**src/rtl/mem_port_arbiter_if.sv**
```systemverilog
// Bundle of the fetch port, the data port and the shared single-port memory.
// slave = arbiter side, master = requesters plus memory side.
interface mem_port_arbiter_if #(
  parameter int ADDR = 16,
  parameter int WORD = 32
);
  // Handshake: a request is accepted in the cycle where req and gnt are both 1;
  // gnt is combinational from req, and the read response arrives exactly one
  // cycle later as an rvalid pulse with data that is 0 whenever rvalid is 0.
  logic            if_req;
  logic [ADDR-1:0] if_addr;
  logic            if_flush;
  logic            if_gnt;
  logic            if_stall;
  logic            if_rvalid;
  logic [WORD-1:0] if_rdata;
  logic            d_req;
  logic            d_we;
  logic [ADDR-1:0] d_addr;
  logic [WORD-1:0] d_wdata;
  logic            d_gnt;
  logic            d_rvalid;
  logic [WORD-1:0] d_rdata;
  logic            mem_en;
  logic            mem_we;
  logic [ADDR-1:0] mem_addr;
  logic [WORD-1:0] mem_wdata;
  logic [WORD-1:0] mem_rdata;
  logic [15:0]     conf_cnt;

  modport slave (
    input  if_req, if_addr, if_flush, d_req, d_we, d_addr, d_wdata, mem_rdata,
    output if_gnt, if_stall, if_rvalid, if_rdata, d_gnt, d_rvalid, d_rdata,
    output mem_en, mem_we, mem_addr, mem_wdata, conf_cnt
  );

  modport master (
    output if_req, if_addr, if_flush, d_req, d_we, d_addr, d_wdata, mem_rdata,
    input  if_gnt, if_stall, if_rvalid, if_rdata, d_gnt, d_rvalid, d_rdata,
    input  mem_en, mem_we, mem_addr, mem_wdata, conf_cnt
  );
endinterface

```
**src/rtl/mem_port_arbiter.sv**
```systemverilog
// Arbitrates fetch and data requesters onto one single-port memory with 1-cycle reads.
// Define MEM_ARB_RR_EN for round-robin conflict resolution; default is data-first priority.
module mem_port_arbiter #(
  parameter int ADDR = 16,
  parameter int WORD = 32
) (
  input  logic                 clk,
  input  logic                 reset,
  mem_port_arbiter_if.slave    bus,
  output logic [1:0]           owner_state
);

  typedef enum logic [1:0] {
    OWN_NONE = 2'd0,
    OWN_IF   = 2'd1,
    OWN_D    = 2'd2
  } owner_t;

  owner_t          owner_q, owner_d;
  logic            conflict;
  logic            data_wins;
  logic            grant_if, grant_d;
  logic [ADDR-1:0] addr_mux;
  logic [WORD-1:0] rdata_if, rdata_d;
  logic            rvalid_if, rvalid_d;
  logic [15:0]     conf_q;

  assign conflict = reset & bus.if_req & bus.d_req;

`ifdef MEM_ARB_RR_EN
  // 1 means data wins the next conflict; flips only when a conflict is resolved.
  logic rr_data_q;

  always_ff @(posedge clk or negedge reset) begin
    if (!reset)        rr_data_q <= 1'b1;
    else if (conflict) rr_data_q <= ~rr_data_q;
  end

  assign data_wins = rr_data_q;
`else
  assign data_wins = 1'b1;
`endif

  assign grant_d  = reset & bus.d_req & (~bus.if_req | data_wins);
  assign grant_if = reset & bus.if_req & ~grant_d;

  always_comb begin
    addr_mux = '0;
    if (grant_d)       addr_mux = bus.d_addr;
    else if (grant_if) addr_mux = bus.if_addr;
  end

  // A fetch granted alongside a flush is cancelled by recording no owner.
  always_comb begin
    owner_d = OWN_NONE;
    if (grant_if && !bus.if_flush)  owner_d = OWN_IF;
    else if (grant_d && !bus.d_we)  owner_d = OWN_D;
  end

  always_ff @(posedge clk or negedge reset) begin
    if (!reset) owner_q <= OWN_NONE;
    else        owner_q <= owner_d;
  end

  always_ff @(posedge clk or negedge reset) begin
    if (!reset)                      conf_q <= 16'd0;
    else if (conflict && conf_q != 16'hFFFF) conf_q <= conf_q + 16'd1;
  end

  assign rvalid_if = reset & (owner_q == OWN_IF) & ~bus.if_flush;
  assign rvalid_d  = reset & (owner_q == OWN_D);
  assign rdata_if  = rvalid_if ? bus.mem_rdata : '0;
  assign rdata_d   = rvalid_d  ? bus.mem_rdata : '0;

  assign bus.if_gnt    = grant_if;
  assign bus.if_stall  = bus.if_req & ~grant_if;
  assign bus.if_rvalid = rvalid_if;
  assign bus.if_rdata  = rdata_if;
  assign bus.d_gnt     = grant_d;
  assign bus.d_rvalid  = rvalid_d;
  assign bus.d_rdata   = rdata_d;
  assign bus.mem_en    = grant_if | grant_d;
  assign bus.mem_we    = grant_d & bus.d_we;
  assign bus.mem_addr  = addr_mux;
  assign bus.mem_wdata = bus.d_wdata;
  assign bus.conf_cnt  = conf_q;
  assign owner_state   = owner_q;

endmodule

```
**src/flat_wrapper.sv**
```systemverilog
// flat-port wrapper written by rule: the top's interface ports become plain ports
module mem_port_arbiter_flat 
#(
  parameter int ADDR = 16,
  parameter int WORD = 32
)
  (clk, reset, owner_state, bus_if_req, bus_if_addr, bus_if_flush, bus_d_req, bus_d_we, bus_d_addr, bus_d_wdata, bus_mem_rdata, bus_if_gnt, bus_if_stall, bus_if_rvalid, bus_if_rdata, bus_d_gnt, bus_d_rvalid, bus_d_rdata, bus_mem_en, bus_mem_we, bus_mem_addr, bus_mem_wdata, bus_conf_cnt);
  mem_port_arbiter_if #(.ADDR(ADDR), .WORD(WORD)) bus_i ();
  input  logic clk;
  input  logic reset;
  output logic [1:0] owner_state;
  input wire logic [$bits(bus_i.if_req)-1:0] bus_if_req;
  input wire logic [$bits(bus_i.if_addr)-1:0] bus_if_addr;
  input wire logic [$bits(bus_i.if_flush)-1:0] bus_if_flush;
  input wire logic [$bits(bus_i.d_req)-1:0] bus_d_req;
  input wire logic [$bits(bus_i.d_we)-1:0] bus_d_we;
  input wire logic [$bits(bus_i.d_addr)-1:0] bus_d_addr;
  input wire logic [$bits(bus_i.d_wdata)-1:0] bus_d_wdata;
  input wire logic [$bits(bus_i.mem_rdata)-1:0] bus_mem_rdata;
  output wire logic [$bits(bus_i.if_gnt)-1:0] bus_if_gnt;
  output wire logic [$bits(bus_i.if_stall)-1:0] bus_if_stall;
  output wire logic [$bits(bus_i.if_rvalid)-1:0] bus_if_rvalid;
  output wire logic [$bits(bus_i.if_rdata)-1:0] bus_if_rdata;
  output wire logic [$bits(bus_i.d_gnt)-1:0] bus_d_gnt;
  output wire logic [$bits(bus_i.d_rvalid)-1:0] bus_d_rvalid;
  output wire logic [$bits(bus_i.d_rdata)-1:0] bus_d_rdata;
  output wire logic [$bits(bus_i.mem_en)-1:0] bus_mem_en;
  output wire logic [$bits(bus_i.mem_we)-1:0] bus_mem_we;
  output wire logic [$bits(bus_i.mem_addr)-1:0] bus_mem_addr;
  output wire logic [$bits(bus_i.mem_wdata)-1:0] bus_mem_wdata;
  output wire logic [$bits(bus_i.conf_cnt)-1:0] bus_conf_cnt;
  assign bus_i.if_req = bus_if_req;
  assign bus_i.if_addr = bus_if_addr;
  assign bus_i.if_flush = bus_if_flush;
  assign bus_i.d_req = bus_d_req;
  assign bus_i.d_we = bus_d_we;
  assign bus_i.d_addr = bus_d_addr;
  assign bus_i.d_wdata = bus_d_wdata;
  assign bus_i.mem_rdata = bus_mem_rdata;
  assign bus_if_gnt = bus_i.if_gnt;
  assign bus_if_stall = bus_i.if_stall;
  assign bus_if_rvalid = bus_i.if_rvalid;
  assign bus_if_rdata = bus_i.if_rdata;
  assign bus_d_gnt = bus_i.d_gnt;
  assign bus_d_rvalid = bus_i.d_rvalid;
  assign bus_d_rdata = bus_i.d_rdata;
  assign bus_mem_en = bus_i.mem_en;
  assign bus_mem_we = bus_i.mem_we;
  assign bus_mem_addr = bus_i.mem_addr;
  assign bus_mem_wdata = bus_i.mem_wdata;
  assign bus_conf_cnt = bus_i.conf_cnt;
  mem_port_arbiter #(.ADDR(ADDR), .WORD(WORD)) u_core (.clk(clk), .reset(reset), .bus(bus_i), .owner_state(owner_state));
endmodule
```
**config.mk**
```make
export PLATFORM = sky130hd
export DESIGN_NAME = mem_port_arbiter_flat
export DESIGN_NICKNAME = d
export VERILOG_FILES = /design/src/rtl/mem_port_arbiter_if.sv /design/src/rtl/mem_port_arbiter.sv /design/src/flat_wrapper.sv
export SDC_FILE = /design/constraint.sdc
export NUM_CORES = 1
export LEC_CHECK = 0
export CELL_PAD_IN_SITES_DETAIL_PLACEMENT = 1
export CELL_PAD_IN_SITES_GLOBAL_PLACEMENT = 2
export CORE_MARGIN = 2
export CORE_UTILIZATION = 10
export DETAILED_ROUTE_END_ITERATION = 16
export PLACE_DENSITY_LB_ADDON = 0.1
export REMOVE_ABC_BUFFERS = 1
export SKIP_CTS_REPAIR_TIMING = 1
export SYNTH_ARGS = -nofsm -noshare
export SYNTH_HDL_FRONTEND = slang
export SYNTH_SLANG_ARGS = --single-unit
```
**constraint.sdc**
```tcl
create_clock -name clk -period 1.65 [get_ports clk]
set_input_delay 0.2475 -clock clk [delete_from_list [all_inputs] [get_ports clk]]
set_output_delay 0.2475 -clock clk [all_outputs]
set_load 0.02 [all_outputs]
```
==> reports/metrics.csv <==
stage,metric,value,unit
setup_path,setup slack of the most critical reg-to-reg path,0.08,ns
placement,GP Congestion,0.6481,
detailed_routing,total DRC errors in the routed layout,0,
detailed_routing,via count of the routed design,2339,
clock_tree,Clock Pin Slew Worst Setup and Hold Paths,0.06,ns
sta,total of endpoints with negative setup slack in the final report,29,
detailed_routing,wire per inst,18.31,um
sta,number of hold violations in the final report,0,
global_routing,number of antenna violations at the first check in global routing,0,
setup_path,cells along the critical path,"and4bb_4, buf_12, clkbuf_16, and2_4, buf_6",
setup_path,startpoint of the lowest-slack register-to-register path,u_core.bus.conf_cnt[15],
global_routing,met1 global-route usage,0.1194,
sta,worst relative slew slack,0.7489,
final_layout,post-route non-filler standard cell count,627,
synthesis,post-synth cell types,34,
synthesis,Async SR Flop Fraction,1.000,
clock_tree,number of clock sinks,18,
clock_tree,Root Buffer,clkbuf_16,
setup_path,crit path buf inv count,3,
setup_path,crit path max-delay cell type,and4bb_4,
sta,Max Clock Freq,555.6,MHz
power_and_ir_drop,static leakage power,2.252,nW
die,horizontal die dimension,137.0,um
die,overall die height,137.0,um
power_and_ir_drop,Power Dens Cells,469.9,mW/mm^2
detailed_routing,routed wire length,11.48,mm
global_routing,grt met3 use,0.05111,
min_path,worst hold path type,in -> async,
placement,post-DP HPWL,8.669,mm
final_layout,fraction of final layout cells sized beyond drive strength 1,0.4900,
setup_path,startpoint-to-endpoint class of the critical path,reg -> out,
flow_run,max-cap viol count,0,
detailed_routing,DRT Pass-1 Iters,4,
sta,final count of pins violating max slew,0,
die,number of standard-cell rows in the floorplan,48,
final_layout,count of antenna diodes in the layout,0,
sta,final critical delay including setup and external delays,1.800,ns
setup_path,type of destination of the critical path,output port,
clock_tree,count of H-tree levels built during CTS,1,
synthesis,post-synthesis area per instance,8.419,sq um
sta,period utilisation layout,1.091,
global_routing,wire length of the first global-routing pass,14.67,mm
die,number of primary I/O pins,239,
global_routing,total overflow reported by the global router,0,
power_and_ir_drop,worst supply voltage drop on vdd,0.0004937,V
synthesis,post-synthesis instance total,210,
synthesis,Seq cells post-synth,18,
detailed_routing,number of DRC violations after detailed-routing iteration 0,33,
clock_tree,CTS tree,done,
final_layout,signed area change from the synthesized netlist to the final layout,140.8,%
synthesis,count of synthesis-stage warnings from yosys,0,
sta,actual slew at the worst max-slew pin,0.3738,ns
placement,port buffer count,174,
global_routing,global-route layer with the greatest usage,met2,
setup_path,"critical path fanouts, max",8,
final_layout,number of nets in the final layout,506,
setup_path,required time of the critical path,1.40,ns
synthesis,Post-Synthesis Cell Area,0.001768,sq mm
sta,setup repair after global routing missed its margin,yes,
power_and_ir_drop,post-route total power,0.002001,W
setup_path,capture point of the worst reg-to-reg path,u_core.bus.conf_cnt[15],
setup_path,category of the worst setup path launch point,flip-flop,
placement,placed cell count,607,
setup_path,CP max stage delay,0.40,ns
global_routing,M2 GR Usage,0.1761,
detailed_routing,antenna-violating nets left,0,
setup_path,crit-path leading delay family,simple AND/OR/NAND/NOR gates,
synthesis,number of flops mapped to enable cells by yosys,0,
global_routing,via count of the first global-routing pass,2238,
setup_path,worst setup path start,u_core.owner_state[1],
die,Initial Util,0.1022,
sta,accumulated negative setup slack,-3.827,ns
setup_path,cell depth of the worst setup path,5,
outcome,result of the run,"complete, but fails checks",
outcome,violations in the final reports,setup timing,
synthesis,sequential-to-total area share from yosys stat,0.2548,
final_layout,utilization after layout,0.2462,
global_routing,Tot GR Track Use,0.1040,
setup_path,depth of the worst register-to-register path,5,
die,placeable core region,0.01730,sq mm
global_routing,maximum number of pins on one net before global-route repair,34,
sta,PnR worst setup slack,-0.1497,ns
clock_tree,clock buffers created by TritonCTS,3,
die,overall die area,0.01876,sq mm
clock_tree,later-pin clock latency in the skew report,0.26,ns
synthesis,most used flip-flop cell after synthesis,dfrtp_1,
setup_path,capturing element of the worst setup path,bus_if_rdata[24],
clock_tree,worst-case clock buffer depth,2,
detailed_routing,DR vias/cell,3.730,
sta,Fin Clk Skew,0.007513,ns
setup_path,CP Data Arrival Time,1.55,ns
## layout make-up
type | instances | area, sq um
timing repair buffer | 229 | 2221
multi-input combinational | 149 | 1204
inverter | 2 | 7.507
clock buffer | 4 | 88.84
tap | 225 | 281.5
fill | 2006 | 13040
sequential | 18 | 455.4
## state kept, by name, summed over array words and instances, names as in the netlist
| register | flops |
|---|---|
| u_core.bus.conf_cnt | 16 |
| u_core.owner_state | 2 |
## where the power goes
group          switching [W]  internal, W  leakage (nW)  total (W)
clock               0.000193     0.000370        0.0442   0.000563
combinational       0.000379     0.000493          1.97   0.000872
sequential         0.0000652     0.000501         0.236   0.000566
## layout by cell type (no fill, tap or decap), types with 7 or more instances in the layout
| cell type | count |
|---|---|
| clkbuf_2 | 17 |
| a22o_1 | 16 |
| clkbuf_16 | 8 |
| xor2_1 | 7 |
| and2_4 | 33 |
| dfrtp_1 | 14 |
| nand2_1 | 7 |
| dlymetal6s2s_1 | 20 |
| and2_1 | 33 |
| buf_6 | 37 |
| clkdlybuf4s50_1 | 70 |
| buf_4 | 60 |
| buf_2 | 13 |
## metrics by stage
step           instance area, sq um  worst slack (ns)  hold slack, ns
5_1_grt                        4258           -0.1940          0.1154
2_1_floorplan                  1491           -0.3657        -0.04809
3_5_place_dp                   3847           -0.7578          0.4956
3_3_place_gp                   3847           -0.7615          0.4956
6_report                       4258           -0.1497         0.07024
4_1_cts                        3936           -0.7651          0.4821
## synth_stat cells, drive strengths merged (2+ instances only)
library cell	count	area share
and3	4	0.014
and2	66	0.23
o21ai	2	0.0057
nor2b	2	0.0071
mux2	2	0.015
nand3	6	0.020
xor2	7	0.035
inv	2	0.0042
clkbuf	7	0.015
dfrtp	18	0.25
nand4	7	0.032
a21oi	2	0.0057
nor2	6	0.014
nand2	7	0.015
buf	34	0.14
nor3	4	0.014
xnor2	6	0.030
nor4	4	0.023
a22o	16	0.079
## worst min path at each step
stage / startpoint / end / slack (ns) / depth (start not counted)
after floorplan: reset / u_core.bus.conf_cnt[0] / -0.05 / 0
after global placement: bus_d_wdata[0] / bus_mem_wdata[0] / 0.50 / 0
after detailed placement: bus_d_wdata[0] / bus_mem_wdata[0] / 0.50 / 0
after CTS: reset / u_core.owner_state[1] / 0.48 / 2
after global routing: reset / u_core.owner_state[0] / 0.12 / 2
final: reset / u_core.owner_state[1] / 0.07 / 2
## routing by layer
layer | wire, um | share of wire | vias to the layer above
met4 | 75 | 0.0065 | 0
met5 | 0 | 0 | -
met1 | 4323 | 0.38 | 1129
met2 | 5740 | 0.50 | 136
met3 | 1342 | 0.12 | 6
li1 | - | - | 1068
## logic make-up after synthesis
kind of cell,count (synthesis),synth area share
adder cells (fa/ha/maj),1,0.007076
AO/OA/AOI/OAI,22,0.09979
multiplexers,2,0.01486
flip-flops,18,0.2548
XOR/XNOR,13,0.06440
buffers and inverters,43,0.1607
AND/OR/NAND/NOR,111,0.3984
## worst reg2reg max path: stages, from the launching register on
cell	delay, ns
dfrtp_1	0.41
nand4_4	0.12
buf_6	0.16
or4_4	0.56
nand4_1	0.12
xnor2_1	0.12
Power figures use the tool's default switching activity.
